<file path="src/rtl/red_tree_pipe_pkg.sv">
// ---------------------------------------------------------------------------
// red_pkg
//   Shared constants and helpers for the lane-reduction pipeline.
//   - clog2: constant function usable in parameter/localparam expressions.
//   - TERMS / LEVELS / SUM_W: derived sizes for the default configuration
//     (DATA_W=16, LANE_W=8). Parameterised instances recompute their own
//     values with clog2.
//   - RED_UNSIGNED / RED_SIGNED: encodings of the per-op lane mode bit.
// ---------------------------------------------------------------------------
package red_pkg;

  // Smallest r such that 2**r >= v (clog2(1) = 0).
  function automatic int clog2(input int v);
    int r;
    r = 0;
    while ((1 << r) < v) r++;
    return r;
  endfunction

  localparam logic RED_UNSIGNED = 1'b0;
  localparam logic RED_SIGNED   = 1'b1;

  localparam int DATA_W_DEF = 16;
  localparam int LANE_W_DEF = 8;

  localparam int TERMS  = 2 * DATA_W_DEF / LANE_W_DEF;
  localparam int LEVELS = clog2(TERMS);
  localparam int SUM_W  = LANE_W_DEF + LEVELS;

endpackage

</file>
<file path="src/rtl/red_tree_pipe_add_stage.sv">
// ---------------------------------------------------------------------------
// red_add_stage
//   One level of the reduction tree. Adds adjacent pairs of IN_N input terms
//   of IN_W bits each into IN_N/2 registered terms of IN_W+1 bits. Each term
//   is widened by one bit before the add: sign-extended when the op's mode is
//   signed, zero-extended otherwise, so the sum can never overflow.
//   Payload, valid, mode and clr all advance together only when adv=1.
//
// Ports
//   clk        in   clock, rising edge
//   rst        in   synchronous active-high reset
//   adv        in   global pipeline advance enable
//   in_valid   in   slot at the stage input holds an op
//   in_mode    in   1: terms are two's complement, 0: unsigned
//   in_clr     in   accumulator-clear flag travelling with the op
//   in_data    in   IN_N terms, term j at [j*IN_W +: IN_W]
//   out_valid  out  registered valid
//   out_mode   out  registered mode
//   out_clr    out  registered clr flag
//   out_data   out  IN_N/2 terms, term j at [j*(IN_W+1) +: IN_W+1]
// ---------------------------------------------------------------------------
module red_add_stage #(
  parameter int IN_N = 4,
  parameter int IN_W = 8
) (
  input  logic                              clk,
  input  logic                              rst,
  input  logic                              adv,
  input  logic                              in_valid,
  input  logic                              in_mode,
  input  logic                              in_clr,
  input  logic [IN_N*IN_W-1:0]              in_data,
  output logic                              out_valid,
  output logic                              out_mode,
  output logic                              out_clr,
  output logic [(IN_N/2)*(IN_W+1)-1:0]      out_data
);

  localparam int OUT_N = IN_N / 2;
  localparam int OUT_W = IN_W + 1;

  logic [OUT_N*OUT_W-1:0] sum_d;
  logic [IN_W-1:0]        lo;
  logic [IN_W-1:0]        hi;

  // NOTE: every variable driven here gets a default first so no path leaves
  // it unassigned; otherwise synthesis infers a latch.
  always_comb begin
    sum_d = '0;
    lo    = '0;
    hi    = '0;
    for (int i = 0; i < OUT_N; i++) begin
      lo = in_data[(2*i)*IN_W +: IN_W];
      hi = in_data[(2*i+1)*IN_W +: IN_W];
      // Widen by one bit: the MSB is replicated only for signed ops.
      sum_d[i*OUT_W +: OUT_W] = {in_mode & lo[IN_W-1], lo}
                              + {in_mode & hi[IN_W-1], hi};
    end
  end

  // NOTE: state is updated with non-blocking assignments so every stage
  // samples its neighbours' pre-edge values and the pipe shifts as one.
  // Payload is reset as well, because the last stage feeds sum_o, which must
  // read zero out of reset.
  always_ff @(posedge clk) begin
    if (rst) begin
      out_valid <= 1'b0;
      out_mode  <= 1'b0;
      out_clr   <= 1'b0;
      out_data  <= '0;
    end else if (adv) begin
      out_valid <= in_valid;
      out_mode  <= in_mode;
      out_clr   <= in_clr;
      out_data  <= sum_d;
    end
  end

endmodule

</file>
<file path="src/rtl/red_tree_pipe.sv">
// ---------------------------------------------------------------------------
// red_tree_pipe
//   Pipelined lane-reduction unit (the RED execution unit in EX). Splits A and
//   B into LANE_W lanes (A lanes low-to-high, then B lanes low-to-high) and
//   returns the sum of all TERMS lanes, extended to RES_W. Lanes are unsigned
//   or two's complement per op. One adder level per register stage; the whole
//   pipe stalls globally when the output is held.
//
//   Build option: define RED_ACC_EN to add an accumulator stage after the
//   tree (latency LEVELS+1). sum_o then shows the running accumulator, which
//   each op optionally clears first via acc_clr_i. Without RED_ACC_EN the
//   last tree stage is the output register and acc_clr_i is ignored.
//
// Ports
//   clk        in   clock, rising edge
//   rst        in   synchronous active-high reset
//   in_valid   in   operands/mode valid this cycle
//   in_ready   out  unit accepts operands this cycle
//   a_i        in   operand A (DATA_W)
//   b_i        in   operand B (DATA_W)
//   signed_i   in   1: lanes are two's complement, 0: unsigned
//   acc_clr_i  in   clear accumulator before this op (RED_ACC_EN only)
//   out_valid  out  sum_o holds a result
//   out_ready  in   consumer takes the result this cycle
//   sum_o      out  reduction result (RES_W)
// ---------------------------------------------------------------------------
module red_tree_pipe
  import red_pkg::*;
#(
  parameter int DATA_W = 16,
  parameter int LANE_W = 8,
  parameter int RES_W  = 16
) (
  input  logic              clk,
  input  logic              rst,
  input  logic              in_valid,
  output logic              in_ready,
  input  logic [DATA_W-1:0] a_i,
  input  logic [DATA_W-1:0] b_i,
  input  logic              signed_i,
  input  logic              acc_clr_i,
  output logic              out_valid,
  input  logic              out_ready,
  output logic [RES_W-1:0]  sum_o
);

  localparam int N_TERMS  = 2 * DATA_W / LANE_W;
  localparam int N_LEVELS = clog2(N_TERMS);
  localparam int N_SUM_W  = LANE_W + N_LEVELS;

  // Global advance: the pipe moves whenever the output slot is free or being
  // taken this cycle. A bubble in the output slot never blocks the pipe.
  logic adv;
  assign adv      = !out_valid || out_ready;
  assign in_ready = adv;

  // Lane 0 is A's low lane; B's lanes follow A's.
  logic [N_TERMS*LANE_W-1:0] lanes;
  assign lanes = {b_i, a_i};

  for (genvar k = 0; k < N_LEVELS; k++) begin : g_lvl
    localparam int IN_N = N_TERMS >> k;
    localparam int IN_W = LANE_W + k;

    logic [IN_N*IN_W-1:0]             in_d;
    logic                             in_v;
    logic                             in_m;
    logic                             in_c;
    logic [(IN_N/2)*(IN_W+1)-1:0]     data;
    logic                             valid;
    logic                             mode;
    logic                             clr;

    if (k == 0) begin : g_first
      // Stage 0 captures only on adv, so in_valid alone marks an accept.
      assign in_d = lanes;
      assign in_v = in_valid;
      assign in_m = signed_i;
      assign in_c = acc_clr_i;
    end else begin : g_rest
      assign in_d = g_lvl[k-1].data;
      assign in_v = g_lvl[k-1].valid;
      assign in_m = g_lvl[k-1].mode;
      assign in_c = g_lvl[k-1].clr;
    end

    red_add_stage #(
      .IN_N (IN_N),
      .IN_W (IN_W)
    ) u_stage (
      .clk       (clk),
      .rst       (rst),
      .adv       (adv),
      .in_valid  (in_v),
      .in_mode   (in_m),
      .in_clr    (in_c),
      .in_data   (in_d),
      .out_valid (valid),
      .out_mode  (mode),
      .out_clr   (clr),
      .out_data  (data)
    );
  end

  logic [N_SUM_W-1:0] sum_last;
  logic               valid_last;
  logic               mode_last;
  logic               clr_last;
  logic [RES_W-1:0]   ext_sum;

  assign sum_last   = g_lvl[N_LEVELS-1].data;
  assign valid_last = g_lvl[N_LEVELS-1].valid;
  assign mode_last  = g_lvl[N_LEVELS-1].mode;
  assign clr_last   = g_lvl[N_LEVELS-1].clr;

  // Extend the tree sum to RES_W using the mode that travelled with it.
  always_comb begin
    ext_sum = RES_W'(sum_last);
    if (mode_last == RED_SIGNED) ext_sum = RES_W'($signed(sum_last));
  end

`ifdef RED_ACC_EN
  logic [RES_W-1:0] acc_q;
  logic             acc_valid_q;

  // The accumulator changes only when a real op enters the output register;
  // bubbles pass through without touching it.
  always_ff @(posedge clk) begin
    if (rst) begin
      acc_q       <= '0;
      acc_valid_q <= 1'b0;
    end else if (adv) begin
      acc_valid_q <= valid_last;
      if (valid_last) acc_q <= (clr_last ? '0 : acc_q) + ext_sum;
    end
  end

  assign out_valid = acc_valid_q;
  assign sum_o     = acc_q;
`else
  // The last tree stage is the output register; the clr flag has no consumer.
  logic unused_clr;
  assign unused_clr = clr_last;

  assign out_valid = valid_last;
  assign sum_o     = ext_sum;
`endif

endmodule

</file>
<file path="config.mk">
export PLATFORM = sky130hd
export DESIGN_NAME = red_tree_pipe
export DESIGN_NICKNAME = d
export VERILOG_FILES = /design/src/rtl/red_tree_pipe_pkg.sv /design/src/rtl/red_tree_pipe_add_stage.sv /design/src/rtl/red_tree_pipe.sv
export SDC_FILE = /design/constraint.sdc
export NUM_CORES = 1
export LEC_CHECK = 0
export ABC_CLOCK_PERIOD_IN_PS = 2450
export CORE_AREA = 2 2 79 81
export CTS_CLUSTER_SIZE = 16
export DETAILED_ROUTE_END_ITERATION = 10
export DIE_AREA = 0 0 81 83
export PLACE_DENSITY = 0.64
export SYNTH_ARGS = -nofsm -noshare
export SYNTH_HDL_FRONTEND = slang
export SYNTH_SLANG_ARGS = --single-unit
</file>
<file path="constraint.sdc">
create_clock -name clk -period 2.45 [get_ports clk]
set_clock_uncertainty 0.1 [all_clocks]
set_input_delay 0.49 -clock clk [delete_from_list [all_inputs] [get_ports clk]]
set_output_delay 0.49 -clock clk [all_outputs]
set_load 0.02 [all_outputs]
</file>
# --- Yosys cells after proc, flatten, opt, wreduce, memory -nomap -nowiden ---
# Cells that the tools add are included.
classes:
  add_sub_neg: 3
  mux: 1
  n_bitwise: 6
  reduce_logical: 2
ops:
  columns: ["cell", "n"]
  rows:
  - ["$add 9x9->9", 2]
  - ["$mux 16", 1]
  - ["$add 10x10->10", 1]
  - ["$and 1x1->1", 6]
  - ["$logic_not 1->1", 1]
  - ["$logic_or 1x1->1", 1]
totals:
  ff_bits: 32
  input_bits: 38
  out_inout_bits: 18

# --- Depth between registers and ports, before layout ---
# Gate-level depths: netlist of the first run.
logic_depth:
  word_depth: 2
  depth_mapped: 8
  mapped_depth_nobuf: 8

# --- By module ---
# From an unflattened synthesis of the first run, not the netlist that was laid out.
hier_totals:
  hier_cells: 283
  hier_area_um2: 2486.1
modules_own_cells:
  columns: ["module", "instances", "cells_per_inst", "area_per_inst_um2"]
  rows:
  - ["red_add_stage (g_lvl[0].u_stage)", 1, 167, 1516.5]
  - ["red_add_stage (g_lvl[1].u_stage)", 1, 109, 919.6]
  - ["red_tree_pipe", 1, 7, 50.0]

# --- Least setup slack after synthesis of the first run ---
# No wires, ideal clock.
synth_timing:
  path_kind: "input to register"
  from: "input port a_i[0]"
  to: "register g_lvl[0].u_stage.out_data[8]"
  setup_time_ps: 79
  t_arrival_ps: 1972
  t_required_ps: 2271
  setup_slack_ps: 298
  path_stages: 7
  path_buffers: 0
  cell_sequence: "ha_1 > fa_1 > a211oi_2 > o21ai_1 > a31oi_2 > xnor2_1 > a211oi_2"
synth_between:
  elab_chain_cells: 1
synth_rtl:
  columns: ["element", "line_no", "text"]
  rows:
  - ["from (decl)", "red_tree_pipe.sv:38", "input logic [DATA_W-1:0] a_i,"]
  - ["$add 9x9->9", "red_tree_pipe_add_stage.sv:57", "+ {in_mode & hi[IN_W-1], hi};"]
  - ["to (signal assigned)", "red_tree_pipe_add_stage.sv:75", "out_data <= sum_d;"]
  - ["to (decl)", "red_tree_pipe_add_stage.sv:36", "output logic [(IN_N/2)*(IN_W+1)-1:0] out_data"]
# No other way between the ends.
# A chain may end at the register's enable or synchronous reset.

# --- Worst setup path after layout of the first run ---
layout_timing:
  from: "input port out_ready"
  to: "output port in_ready"
layout_between:
  elab_chain_cells: 1
layout_rtl:
  columns: ["element", "line_no", "text"]
  rows:
  - ["from (decl)", "red_tree_pipe.sv:43", "input logic out_ready,"]
  - ["$logic_or 1x1->1", "red_tree_pipe.sv:54", "assign adv = !out_valid || out_ready;"]
  - ["to (decl)", "red_tree_pipe.sv:37", "output logic in_ready,"]
# No other way between the ends.

==> results.json, run 1 <==
{
  "ys.flop_type": "dfxtp_1",
  "slowest_stage": "clkdlybuf4s50_1",
  "grt_use_total_pct": 18.0,
  "synthAdderAreaFrac_pct": 15.8,
  "yosysSeqAreaShare_pct": 27.2,
  "cts_hold_buf": 0,
  "synth_compound_area_share_pct": 23.4,
  "whs_ns": 0.344,
  "netSwitchingFraction_pct": 31.0,
  "cts_buffer_depth": 2,
  "yosysTopAreaCell": "dfxtp_1",
  "power_frac_comb_pct": 35.4,
  "htreeDepth": 2,
  "critPathCaptureType": "primary output",
  "synth_top_family_by_area": "simple AND/OR/NAND/NOR gates",
  "vias": 2260,
  "cts_sinks": 32,
  "layout_setup_ws_ns": 0.117,
  "p_int_mw": 1.20,
  "status": "complete, no violations",
  "yosysTopAreaCellShare_pct": 27.2,
  "dp_hpwl_um": 4260,
  "vdd_drop_max_uv": 325,
  "syn_inst": 287,
  "ys_seq_elements": 32,
  "reg2reg_from": "g_lvl[0].u_stage.out_data[9]",
  "synth.net_count": 353,
  "power.density_nw_per_um2": 554,
  "synthToLayoutAreaGrowth_pct": 32.8,
  "io_pins": 56,
  "fin_crit_ns": 2.33,
  "diodes": 0,
  "die_area_um2": 6720,
  "synth_cell_types": 46,
  "power_mw": 1.74,
  "clock_latency_ns": 0.29,
  "grt-ovfl-total": 0,
  "yosysWarnings": 0,
  "rsz0062_at_grt": "no",
  "coreArea_um2": 5820,
  "synthesis.area_um2": 2360,
  "synth_area_leaders": "dfxtp_1 27%, ha_1 13%, nand2_1 5.6%",
  "drv_cap": 0,
  "clkPwrFrac_pct": 28.5,
  "grt_pass1_vias": 2182,
  "post_drt_wl_per_cell_um": 13.3,
  "post_cts_buffers": 0,
  "synth.avg_cell_area_um2": 8.21,
  "drc": 0,
  "wl_um": 5590,
  "nets": 409,
  "place.gp.congestion": 0.884,
  "root_buffer": "clkbuf_8",
  "row_count": 28,
  "synth-edff-count": 0,
  "crit_family": "buffers and inverters",
  "worstPathArrival_ns": 1.74,
  "place_area_um2": 3020,
  "hold_viol_final": 0,
  "portBuffers": 54,
  "dp_slack_ns": -0.193,
  "tritoncts": "built",
  "max_stage_delay_ns": 0.61,
  "synthMuxAreaShare_pct": 0.850,
  "vias_per_cell": 5.39,
  "critPathMaxFanout": 2,
  "p_seq_share_pct": 36.1,
  "cp_cell_sequence": "clkdlybuf4s50_1, nor2b_4, inv_1, clkdlybuf4s50_1",
  "relSlewSlack_pct": 64.8,
  "die_h_um": 83,
  "period_share_pct": 95.2,
  "hp-start": "g_lvl[1].u_stage.out_mode",
  "finish.instance_area_um2": 3130,
  "critPathLaunchType": "input pin",
  "fp.dieW_um": 81,
  "cp_common_cell": "clkdlybuf4s50_1",
  "cts_made_buffers": 5,
  "antenna_found_initial": 0,
  "ant_nets": 0,
  "clkTransAtPathRegs_ns": 0.06,
  "setup_viol": 0,
  "hold_class": "reg -> reg",
  "p_leak_nw": 1.29,
  "drt_iter0_markers": 98,
  "synth_common_cells": "35 x nand2_1, 32 x dfxtp_1, 25 x ha_1, 21 x a21oi_1, 21 x nor2_1",
  "grt_max_degree": 57,
  "worstMarginPinSlew_ns": 0.527,
  "cp_num_buf_inv": 3,
  "start_util_pct": 40.5,
  "p_sw_mw": 0.538,
  "drive_above_1_share_pct": 9.59,
  "dr.pass1.iters": 4,
  "synth.most_common_cell": "nand2_1",
  "drv_slew": 0,
  "critPathLaunch": "out_ready",
  "synth_xor_area_share_pct": 2.60,
  "grt_pass1_wl_um": 9650,
  "yosys.area_share.simple_pct": 25.2,
  "clock.fmax_mhz": 429,
  "placed_cells": 411,
  "async_flop_share_pct": 0,
  "crit_type": "in -> out",
  "final_cell_count_no_fill": 419,
  "required_ns": 1.86
}
==> worst min-delay path: stages, from the launching register on <==
cell and delay [ns]:
dfxtp_1 0.30, nand2_1 0.05, a21oi_1 0.05
==> routing by layer <==
layer  vias to the layer above  GRT usage (%)  wire length, um
li1                       1176              -                -
met1                      1007           23.9             2690
met2                        64           28.0             2520
met3                        13           3.15              255
met4                         0           8.32              124
met5                         -              0                0
==> final timing paths <==
path                                                     end  slack, ns  cells past startpoint
worst max-delay path                                in_ready       0.12                      4
worst min register to register     g_lvl[1].u_stage.out_mode       0.34                      2
worst min-delay path               g_lvl[1].u_stage.out_mode       0.34                      2
worst max register to register  g_lvl[1].u_stage.out_data[6]       0.31                      8
==> area by class of cell <==
cell class | instances | area (um^2)
repair buffers | 68 | 658
multi-input cells | 231 | 1610
inverters | 5 | 18.8
flip-flops and latches | 32 | 641
clock buffers | 6 | 72.6
well taps | 75 | 93.8
fillers | 582 | 2690
clock inverters | 2 | 35.0
==> what timing repair did <==
action,CTS,global route
hold endpoints to repair,0,0
resized for setup,0,1
endpoints found under the setup margin,0,2
==> cells by family (layout without fill, tap and decap cells) <==
group | after synthesis | in the layout
AO/OA/AOI/OAI | 81 | 81
buffers and inverters | 24 | 81
multiplexers | 2 | 2
AND/OR/NAND/NOR | 113 | 113
XOR/XNOR | 7 | 7
flip-flops | 32 | 32
adder cells (fa/ha/maj) | 28 | 28
==> sequential cells by signal, summed over array words and instances, names as in the netlist <==
register,count
g_lvl.u_stage.out_valid,2
g_lvl.u_stage.out_data,28
g_lvl.u_stage.out_mode,2
==> per-stage QoR <==
stage / util [%] / TNS (ns)
2_1_floorplan: - / 0
5_1_grt: 53.8 / 0
6_report: 53.8 / 0
3_3_place_gp: 51.9 / -0.855
4_1_cts: 53.7 / 0
3_5_place_dp: 51.9 / -1.02
==> power groups by stage <==
stage                     clock [mW]  combinational, mW  sequential (mW)
after floorplan                    0              0.357            0.665
after global placement             0              0.600            0.637
after detailed placement           0              0.609            0.639
after CTS                      0.510              0.613            0.628
after global routing           0.533              0.688            0.635
final                          0.495              0.614            0.626
==> cells in the final DEF (no fill, tap or decap), types with 3 or more instances in the layout <==
cell type        Yosys  layout
nor3_1               9       9
ha_1                25      25
nor4b_1             12      12
a21oi_1             21      21
a21o_1               6       6
clkbuf_8             0       5
nand2_1             35      35
clkdlybuf4s50_1      0      54
inv_1                5       5
or4_1                8       8
a211oi_1            12      11
xor2_1               4       4
and2_1               3       3
a31oi_1              7       7
nand3_1             11      11
nor2_1              21      21
xnor2_1              3       3
dfxtp_1             32      32
fa_1                 3       3
or3_1                4       4
o21ai_1              3       3
a211oi_2             3       4
buf_4                5      13
o211ai_1             5       5
o21ai_0             13      13
No activity file was read; power rests on OpenSTA's default activity.
==> run 2, diff against run 1 <==
Settings changed: CORE_AREA 2 2 79 81 to 2 2 86 88, DIE_AREA 0 0 81 83 to 0 0 88 90, GPL_ROUTABILITY_DRIVEN set to 1, PLACE_DENSITY 0.64 to 0.55, SKIP_LAST_GASP set to 1.
==> run 2 against run 1 <==
Register-to-register slack hardly changed. Final cell count is 5.5% higher. Die area is 18% higher. First-iteration DRC count is 2.0% higher. Wire length is 3.3% higher. Utilization is 9.2 points lower. Clock power is 13% lower.
==> results.json, run 2 (synthesis results as in run 1) <==
{
  "die_h_um": 90,
  "grt_use_total_pct": 15.1,
  "r2r_end": "g_lvl[1].u_stage.out_data[6]",
  "final_cell_count_no_fill": 442,
  "rsz0062_at_grt": "no",
  "top_register": "g_lvl.u_stage.out_data",
  "fill_cells": 716,
  "clock_latency_ns": 0.29,
  "synthToLayoutAreaGrowth_pct": 33.0,
  "diodes": 0,
  "layout_setup_ws_ns": 0.0881,
  "die_area_um2": 7920,
  "hold_class": "reg -> reg",
  "grt_pass1_vias": 2030,
  "drive_above_1_share_pct": 9.04,
  "final_common_cell": "clkdlybuf4s50_1",
  "tritoncts": "built",
  "antenna_found_initial": 0,
  "placed_cells": 434,
  "ctsResizeCount": 0,
  "hold_path_depth": 2,
  "portBuffers": 54,
  "nets": 408,
  "critPathCaptureType": "register",
  "cts_buffer_depth": 2,
  "drv_cap": 0,
  "row_count": 31,
  "largestRegisters": "g_lvl.u_stage.out_data: 28 flops, g_lvl.u_stage.out_mode: 2 flops, g_lvl.u_stage.out_valid: 2 flops",
  "place_area_um2": 3040,
  "clock.fmax_mhz": 423,
  "largest_reg_flops": 28,
  "dp_slack_ns": -0.191,
  "wl_um": 5770,
  "hp-start": "g_lvl[0].u_stage.out_data[3]",
  "area.sequential_um2": 641,
  "setup_tns_ns": 0,
  "post_drt_wl_per_cell_um": 13.1,
  "drt_iter0_markers": 100,
  "fp.dieW_um": 88,
  "io_pins": 56,
  "p_leak_nw": 1.27,
  "grt-ovfl-total": 0,
  "crit_type": "in -> reg",
  "worstMarginPinSlew_ns": 0.443,
  "setup_viol": 0,
  "post_cts_buffers": 0,
  "vias": 2283,
  "grt_max_degree": 47,
  "power_mw": 1.66,
  "clkTransAtPathRegs_ns": 0.07,
  "critPathMaxFanout": 3,
  "relSlewSlack_pct": 70.5,
  "multi_input_area_um2": 1610,
  "hold-path-endpoint": "g_lvl[0].u_stage.out_data[3]",
  "coreArea_um2": 7020,
  "cts_made_buffers": 5,
  "finish.instance_area_um2": 3130,
  "hold_viol_final": 0,
  "start_util_pct": 33.6,
  "place.gp.congestion": 0.846,
  "ant_nets": 0,
  "root_buffer": "clkbuf_8",
  "grt_pass1_wl_um": 9600,
  "required_ns": 2.56,
  "layout_common_cells": "54 x clkdlybuf4s50_1, 35 x nand2_1, 32 x dfxtp_1",
  "critPathLaunchType": "input pin",
  "fin_crit_ns": 2.36,
  "dp_hpwl_um": 4420,
  "cts_sinks": 32,
  "vias_per_cell": 5.17,
  "htreeDepth": 2,
  "r2r_cells": 8,
  "worstPathArrival_ns": 2.47,
  "reg2reg_from": "g_lvl[0].u_stage.out_data[0]",
  "vdd_drop_max_uv": 196,
  "rrSetupSlack_ns": 0.32,
  "dr.pass1.iters": 4,
  "period_share_pct": 96.4,
  "drc": 0,
  "drv_slew": 0,
  "cts_hold_buf": 0,
  "power.density_nw_per_um2": 531,
  "status": "complete, no violations"
}
run 2: cell count changes in the layout (fill, tap and decap cells not counted):
cell / delta
clkbuf_8: +1
bufinv_16: -1
clkinvlp_4: +1
a211oi_2: -1
clkinv_2: -1
buf_4: -1
a211oi_1: +1
run 2: report_power, final:
group,total (mW),switching (mW),internal (mW)
combinational,0.608,0.306,0.302
sequential,0.627,0.0385,0.588
clock,0.430,0.202,0.228
run 2: final cells by class:
type / instances / area share (%)
well taps: 99 / 3.95
repair buffers: 67 / 20.8
flip-flops and latches: 32 / 20.4
clock inverters: 1 / 0.240
clock buffers: 7 / 2.76
multi-input cells: 231 / 51.2
inverters: 5 / 0.599
run 2: worst max path at each step:
stage	endpoint	slack [ns]	startpoint	depth (start not counted)
CTS	in_ready	0.09	out_ready	4
global placement	g_lvl[0].u_stage.out_data[8]	-0.18	a_i[0]	8
detailed placement	g_lvl[0].u_stage.out_data[15]	-0.19	b_i[0]	8
floorplan	g_lvl[0].u_stage.out_data[8]	0.30	a_i[0]	7
global route	g_lvl[0].u_stage.out_data[8]	0.007	a_i[0]	8
finish	g_lvl[0].u_stage.out_data[8]	0.09	a_i[0]	8
run 2: through the flow:
step                      hold WS, ns  util, %
after floorplan                 0.327        -
after global placement          0.338     43.3
after detailed placement        0.347     43.3
after CTS                       0.357     44.6
after global routing            0.380     44.6
final                           0.357     44.6
run 2: metal layers:
metal	share of wire, %	GRT usage [%]	routed length, um
met1	49	20.7	2820
met2	45	23.3	2600
met3	4.4	3.21	256
met4	1.7	5.13	98
met5	0	0	0
run 2: worst max-delay path, cell delays in order:
cell and delay, ns:
clkdlybuf4s50_1 0.40, ha_1 0.23, fa_1 0.41, a211oi_2 0.32, o21ai_1 0.13, a31oi_2 0.18
xnor2_1 0.10, a211oi_2 0.20
==> run 3, diff against run 2 <==
Settings changed: CAP_MARGIN set to 10, CORE_AREA 2 2 86 88 to 2 2 72 74, DIE_AREA 0 0 88 90 to 0 0 74 76, PLACE_DENSITY 0.55 to 0.76.
==> run 3 against run 2 <==
Sequential power hardly changed. Clock power shrank 10%. Total power decreased by 2.6%. First-iteration DRC count grew 11%. Non-clock buffer count rose by 3.
==> results.json, run 3 (synthesis results as in run 1) <==
{
  "status": "complete, no violations",
  "antenna_found_initial": 0,
  "critPathCaptureType": "primary output",
  "cts_sinks": 32,
  "ant_nets": 0,
  "final_cell_count_no_fill": 415,
  "hold_class": "reg -> reg",
  "rsz0062_at_grt": "no",
  "period_share_pct": 96.2,
  "crit_type": "in -> out",
  "setup_viol": 0,
  "largestRegisters": "g_lvl.u_stage.out_data: 28 flops, g_lvl.u_stage.out_mode: 2 flops, g_lvl.u_stage.out_valid: 2 flops",
  "required_ns": 1.86,
  "hold_viol_final": 0,
  "ctsResizeCount": 0,
  "drt_iter0_markers": 111,
  "place.gp.congestion": 0.894,
  "drive_above_1_share_pct": 9.86,
  "p_leak_nw": 1.28,
  "largest_reg_flops": 28,
  "drv_cap": 0,
  "die_area_um2": 5620,
  "clkTransAtPathRegs_ns": 0.06,
  "row_count": 26,
  "cts_buffer_depth": 2,
  "wl_um": 5460,
  "post_drt_wl_per_cell_um": 13.1,
  "root_buffer": "clkbuf_8",
  "area.sequential_um2": 641,
  "grt_pass1_wl_um": 9400,
  "cts_hold_buf": 0,
  "portBuffers": 54,
  "relSlewSlack_pct": 64.9,
  "dr.pass1.iters": 4,
  "die_h_um": 76,
  "vias_per_cell": 5.47,
  "vdd_drop_max_uv": 251,
  "io_pins": 56,
  "dp_hpwl_um": 4320,
  "grt-ovfl-total": 0,
  "coreArea_um2": 4910,
  "post_cts_buffers": 0,
  "cts_made_buffers": 5,
  "htreeDepth": 2,
  "clock.fmax_mhz": 424,
  "whs_ns": 0.353,
  "tritoncts": "built",
  "diodes": 0,
  "power.density_nw_per_um2": 524,
  "fill_cells": 430,
  "start_util_pct": 48.0,
  "grt_pass1_vias": 2167,
  "critPathLaunchType": "input pin",
  "critPathMaxFanout": 2,
  "vias": 2269,
  "fin_crit_ns": 2.36,
  "synthToLayoutAreaGrowth_pct": 31.3,
  "placed_cells": 408,
  "layout_common_cells": "54 x clkdlybuf4s50_1, 35 x nand2_1, 32 x dfxtp_1",
  "multi_input_area_um2": 1610,
  "final_common_cell": "clkdlybuf4s50_1",
  "fp.dieW_um": 74,
  "drv_slew": 0,
  "worstPathArrival_ns": 1.77,
  "clock_latency_ns": 0.29,
  "grt_use_total_pct": 21.1,
  "top_register": "g_lvl.u_stage.out_data",
  "grt_max_degree": 49,
  "worstMarginPinSlew_ns": 0.525,
  "drc": 0,
  "nets": 411
}
==> run 3: cell type report <==
| class | count | area share [%] |
|---|---|---|
| Tap cell | 70 | 2.83 |
| Sequential cell | 32 | 20.7 |
| Inverter | 5 | 0.607 |
| Timing Repair Buffer | 70 | 21.4 |
| Multi-Input combinational cell | 231 | 51.9 |
| Clock inverter | 2 | 0.404 |
| Clock buffer | 5 | 2.22 |
==> run 3: report_power, final <==
part	leakage, nW	switching, mW	total [mW]	internal [mW]
logic	0.969	0.305	0.608	0.303
registers	0.266	0.0393	0.628	0.588
clock network	0.0400	0.193	0.385	0.192
total	1.28	0.537	1.62	1.08
==> run 3: worst paths after layout <==
kind                                     start                            to  slack (ns)  cells past startpoint
setup / recovery                     out_ready                      in_ready        0.09                      4
hold / removal       g_lvl[1].u_stage.out_mode     g_lvl[1].u_stage.out_mode        0.35                      2
setup reg to reg  g_lvl[0].u_stage.out_data[0]  g_lvl[1].u_stage.out_data[6]        0.31                      8
hold reg to reg      g_lvl[1].u_stage.out_mode     g_lvl[1].u_stage.out_mode        0.35                      2
==> run 3: per-stage QoR <==
| step | utilization [%] | cell area (um^2) | setup TNS (ns) | power, mW | setup slack (ns) |
|---|---|---|---|---|---|
| 2_1_floorplan | - | 2360 | 0 | 1.02 | 0.298 |
| 3_3_place_gp | 61.3 | 3010 | -0.763 | 1.23 | -0.154 |
| 3_5_place_dp | 61.3 | 3010 | -0.932 | 1.24 | -0.190 |
| 4_1_cts | 63.0 | 3090 | 0 | 1.63 | 0.0886 |
| 5_1_grt | 63.0 | 3090 | 0 | 1.73 | 0.0286 |
| 6_report | 63.0 | 3090 | 0 | 1.62 | 0.0925 |
==> run 3: per-layer routing <==
| metal | share of wire, % | up-vias | wire length, um | GRT usage [%] |
|---|---|---|---|---|
| met1 | 46 | 1009 | 2490 | 27.5 |
| met2 | 48 | 73 | 2640 | 34.0 |
| met4 | 1.9 | 0 | 103 | 8.73 |
| met3 | 4.0 | 8 | 219 | 3.57 |
| li1 | - | 1179 | - | - |
| met5 | 0 | - | 0 | 0 |
==> run 3: worst max-delay path: stages <==
cell,delay (ns)
clkdlybuf4s50_1,0.51
nor2b_4,0.05
inv_1,0.08
clkdlybuf4s50_1,0.63
